File: config.mk
export PLATFORM = sky130hd
export DESIGN_NAME = pulse_period_meter
export DESIGN_NICKNAME = d
export VERILOG_FILES = /design/src/rtl/pulse_period_meter.sv
export SDC_FILE = /design/constraint.sdc
export NUM_CORES = 1
export LEC_CHECK = 0
export ABC_AREA = 1
export BUFFER_PORTS_ARGS = -buffer_cell sky130_fd_sc_hd__buf_2
export CORE_MARGIN = 2
export CORE_UTILIZATION = 60
export DETAILED_ROUTE_END_ITERATION = 12
export PLACE_DENSITY = 0.79
export RECOVER_POWER = 25
export SETUP_SLACK_MARGIN = 0.05
export SLEW_MARGIN = 5
export SYNTH_ARGS = -nofsm -noshare
export SYNTH_HDL_FRONTEND = slang
export SYNTH_SLANG_ARGS = --single-unit
File: constraint.sdc
create_clock -name clk -period 3.75 [get_ports clk]
set_clock_uncertainty 0.2 [all_clocks]
set_input_delay 0.75 -clock clk [delete_from_list [all_inputs] [get_ports clk]]
set_output_delay 0.75 -clock clk [all_outputs]
set_load 0.05 [all_outputs]
File: src/rtl/pulse_period_meter.sv
// Measures the number of enabled clock cycles between two consecutive rising edges of evt.
// Optional timeout on long measurements is compiled in with `define PULSE_METER_TIMEOUT_EN.
module pulse_period_meter #(
  parameter int Bits    = 8,
  parameter int TIMEOUT = 200
) (
  input  logic            clk,
  input  logic            rst,
  input  logic            clr,
  input  logic            en,
  input  logic            start,
  input  logic            evt,
  input  logic            rdy,
  output logic [Bits-1:0] period,
  output logic            vld,
  output logic            ovf,
  output logic            tmo,
  output logic            busy
);

  typedef enum logic [1:0] {
    S_IDLE  = 2'd0,
    S_ARM   = 2'd1,
    S_COUNT = 2'd2,
    S_HOLD  = 2'd3
  } state_t;

  localparam logic [Bits-1:0] CNT_MAX = '1;
  localparam logic [Bits-1:0] CNT_ONE = Bits'(1);

  // Out-of-range TIMEOUT values elaborate this empty block, making them visible in the hierarchy.
  if (TIMEOUT < 1 || TIMEOUT > (2 ** Bits) - 1) begin : g_timeout_out_of_range
  end

  state_t          state_q, state_d;
  logic [Bits-1:0] cnt_q, cnt_d;
  logic            evt_q, evt_d;
  logic [Bits-1:0] period_q, period_d;
  logic            vld_q, vld_d;
  logic            ovf_q, ovf_d;
  logic            rise;

`ifdef PULSE_METER_TIMEOUT_EN
  localparam logic [Bits-1:0] TIMEOUT_VAL = Bits'(TIMEOUT);
  logic            tmo_q, tmo_d;
`endif

  assign rise = evt & ~evt_q;

  always_comb begin
    state_d  = state_q;
    cnt_d    = cnt_q;
    evt_d    = evt_q;
    period_d = period_q;
    vld_d    = vld_q;
    ovf_d    = ovf_q;
`ifdef PULSE_METER_TIMEOUT_EN
    tmo_d    = tmo_q;
`endif
    if (clr) begin
      state_d  = S_IDLE;
      cnt_d    = '0;
      evt_d    = 1'b0;
      period_d = '0;
      vld_d    = 1'b0;
      ovf_d    = 1'b0;
`ifdef PULSE_METER_TIMEOUT_EN
      tmo_d    = 1'b0;
`endif
    end else if (en) begin
      evt_d = evt;
      case (state_q)
        S_IDLE: begin
          if (start) begin
            state_d = S_ARM;
            ovf_d   = 1'b0;
`ifdef PULSE_METER_TIMEOUT_EN
            tmo_d   = 1'b0;
`endif
          end
        end
        S_ARM: begin
          if (rise) begin
            state_d = S_COUNT;
            cnt_d   = CNT_ONE;
          end
        end
        S_COUNT: begin
          if (rise) begin
            state_d  = S_HOLD;
            period_d = cnt_q;
            vld_d    = 1'b1;
`ifdef PULSE_METER_TIMEOUT_EN
          end else if (cnt_q == TIMEOUT_VAL) begin
            state_d  = S_HOLD;
            period_d = TIMEOUT_VAL;
            tmo_d    = 1'b1;
            vld_d    = 1'b1;
`endif
          end else if (cnt_q == CNT_MAX) begin
            // Counter sticks at all-ones; ovf marks the result as clipped.
            ovf_d = 1'b1;
          end else begin
            cnt_d = cnt_q + CNT_ONE;
          end
        end
        S_HOLD: begin
          if (rdy) begin
            vld_d = 1'b0;
            if (start) begin
              state_d = S_ARM;
              ovf_d   = 1'b0;
`ifdef PULSE_METER_TIMEOUT_EN
              tmo_d   = 1'b0;
`endif
            end else begin
              state_d = S_IDLE;
            end
          end
        end
        default: state_d = S_IDLE;
      endcase
    end
  end

  always_ff @(posedge clk or posedge rst) begin
    if (rst) begin
      state_q  <= S_IDLE;
      cnt_q    <= '0;
      evt_q    <= 1'b0;
      period_q <= '0;
      vld_q    <= 1'b0;
      ovf_q    <= 1'b0;
    end else begin
      state_q  <= state_d;
      cnt_q    <= cnt_d;
      evt_q    <= evt_d;
      period_q <= period_d;
      vld_q    <= vld_d;
      ovf_q    <= ovf_d;
    end
  end

`ifdef PULSE_METER_TIMEOUT_EN
  always_ff @(posedge clk or posedge rst) begin
    if (rst) begin
      tmo_q <= 1'b0;
    end else begin
      tmo_q <= tmo_d;
    end
  end
  assign tmo = tmo_q;
`else
  assign tmo = 1'b0;
`endif

  assign period = period_q;
  assign vld    = vld_q;
  assign ovf    = ovf_q;
  assign busy   = (state_q == S_ARM) || (state_q == S_COUNT);

endmodule

==> metrics.cfg <==
[finish]
multi_input_area_um2 = 647
syn2layout_area_growth_pct = 7.92
nets = 218
seqCellArea_um2 = 526
nFillCells = 195
drive_above_1_share_pct = 14.7
insertedDiodeCount = 0

[yosys]
synth_compound_area_share_pct = 7.92
yosys_warnings = 0
syn_nets = 203
netlist-cell-type-count = 25
ys_seq_area_share_pct = 39.6
synth_top_family_by_area = simple AND/OR/NAND/NOR gates
synth_cells = 190
yosys.area_share.adder_pct = 5.66
avgSynthCellArea_um2 = 6.98
synth_top_area_share_pct = 39.6
syn_area_um2 = 1330
yosys-mux-area-fraction_pct = 0
synthSimpleGateAreaFrac_pct = 34.9
yosys.area.top_type = dfrtp_1
synthTopCellsByArea = dfrtp_1 40%, nand2_1 15%, nand3_1 7.5%
synth-xor-area-share_pct = 0
ys_seq_elements = 21

[floorplan]
chipWidth_um = 51.0
ios = 19
die_area_um2 = 2600
num_rows = 17
die_h_um = 51.0
coreArea_um2 = 2150
start_util_pct = 61.7

[routing]
firstDrtPassIters = 4
drc = 0
wl_per_cell_um = 11.7
vias_per_cell = 5.31
routed_wl_mm = 2.72
vias = 1232
ant_nets = 0
drtIter0Drc = 44

[clock_network]
cts_resized = 0
cts_tree = built
cts_buffers = 3
insertion_delay_ns = 0.30
clockBufferDepth = 2
path_clk_slew_ns = 0.11
cts-root-buf = clkbuf_4
htreeDepth = 1
clock_sinks = 21
cts_setup_buffers = 0
postCtsHoldBufs = 0

[setup_path]
r2r_end = period[7]
rr_worst_depth = 6
timing.reg2reg.setup_slack_ns = 1.54
cp_data_required_time_ns = 2.80
path_max_fanout = 6
worstSetupPathType = reg -> out
cp-end-kind = output pin
r2r_start = state_q[0]
cp-startpoint = state_q[0]
cp-endpoint = busy
startpoint_type = register
crit_arrival_ns = 1.43

[timing]
setup_viol = 0
tightest_slew_ns = 0.779
hold_slack_ns = 0.323
fmax_ghz = 0.421
period_needed_ns = 2.38
drv_slew = 0
rsz0062_at_grt = false
fin_setup_tns_ns = 0
min_period_over_period_pct = 63.4
hold_viol = 0
maxSlewHeadroom_pct = 48.0

[status]
status = complete, no violations

[grt]
grt_max_degree = 22
grt_pass1_vias = 1113
overflow = 0
grt_pass1_wl_mm = 4.77
antenna_found_initial = 0
grtUsageTotal_pct = 24.0

[placed_design]
place_hpwl_mm = 1.98
gp_congestion = 0.844
io_buffers = 17

[power]
power_density_nw_per_um2 = 519
report.power.total_w = 0.000743
p_leak_nw = 0.741
vdd_ir_drop_max_mv = 0.564

[worst_hold_path]
hp-class = reg -> reg

[flow_run]
drv_cap = 0

==> how the worst min path moves through the flow <==
stage,startpoint,end,depth (start not counted)
floorplan,state_q[1],state_q[1],2
global placement,vld,vld,2
detailed placement,ovf,ovf,2
CTS,period[2],period[2],2
global route,period[3],period[3],2
finish,period[2],period[2],2
==> area by class of cell <==
class | count | area share (%)
multi-input combinational | 132 | 45.2
sequential | 21 | 36.7
inverter | 30 | 7.87
timing repair buffer | 17 | 5.94
tap | 28 | 2.45
clock buffer | 4 | 1.84
==> layer usage <==
layer  track usage (%)  vias up  wire [um]
li1                  -      628          -
met1              31.9      552       1270
met2              38.7       47       1240
met3              3.80        5        176
met4              10.4        0         34
met5                 0        -          0
==> state kept, by name (all words and copies together) (netlist names) <==
register and cells:
cnt_q 8, period 8, state_q 2, evt_q 1, ovf 1, vld 1
==> power breakdown <==
| part | leakage, nW | switching (W) | total [W] | internal [W] |
|---|---|---|---|---|
| registers | 0.288 | 0.0000377 | 0.000294 | 0.000256 |
| clock network | 0.0150 | 0.0000674 | 0.000109 | 0.0000414 |
| logic | 0.438 | 0.000251 | 0.000340 | 0.0000896 |
==> worst max-delay path: stages, from the launching register on <==
cell and delay (ns):
dfrtp_1 0.45, inv_1 0.11, ha_1 0.31, buf_2 0.26
==> cells in the mapped netlist <==
library cell and number:
a211oi_1 1, a21oi_1 4, buf_2 3, buf_4 1
buf_6 1, clkbuf_1 2, clkinv_1 2, conb_1 1
dfrtp_1 21, ha_1 6, inv_1 24, inv_2 4
nand2_1 52, nand2_2 1, nand3_1 20, nand3b_1 1
nand4_1 4, nor2_1 19, nor2_2 4, nor3_1 2
nor3_4 1, nor4_1 1, o21ai_0 3, o21ai_1 11
o21bai_1 1
==> cell families (layout without fill, tap and decap cells) <==
group,count (synthesis),after routing
AND/OR/NAND/NOR,105,105
buffers and inverters,37,51
flip-flops,21,21
AO/OA/AOI/OAI,20,20
adder cells (fa/ha/maj),6,6
other,1,1
==> metrics by stage <==
step	setup WS (ns)	std cells	utilization [%]	instance area (um2)
after CTS	1.37	232	66.6	1430
after global routing	1.29	232	66.6	1430
final	1.37	232	66.6	1430
after global placement	1.62	228	65.4	1410
after floorplan	1.76	190	-	1330
after detailed placement	1.55	228	65.4	1410
==> cells in the final DEF (no fill, tap or decap), drive strengths merged <==
cell | Yosys | final
nand3 | 20 | 20
dfrtp | 21 | 21
nor2 | 23 | 23
a211oi | 1 | 1
a21oi | 4 | 4
buf | 5 | 17
o21bai | 1 | 1
nor4 | 1 | 1
nand3b | 1 | 1
nand2 | 53 | 53
nand4 | 4 | 4
inv | 28 | 28
nor3 | 3 | 3
conb | 1 | 1
ha | 6 | 6
clkinv | 2 | 2
clkbuf | 2 | 4
o21ai | 14 | 14
No activity file was read; power rests on OpenSTA's default activity.
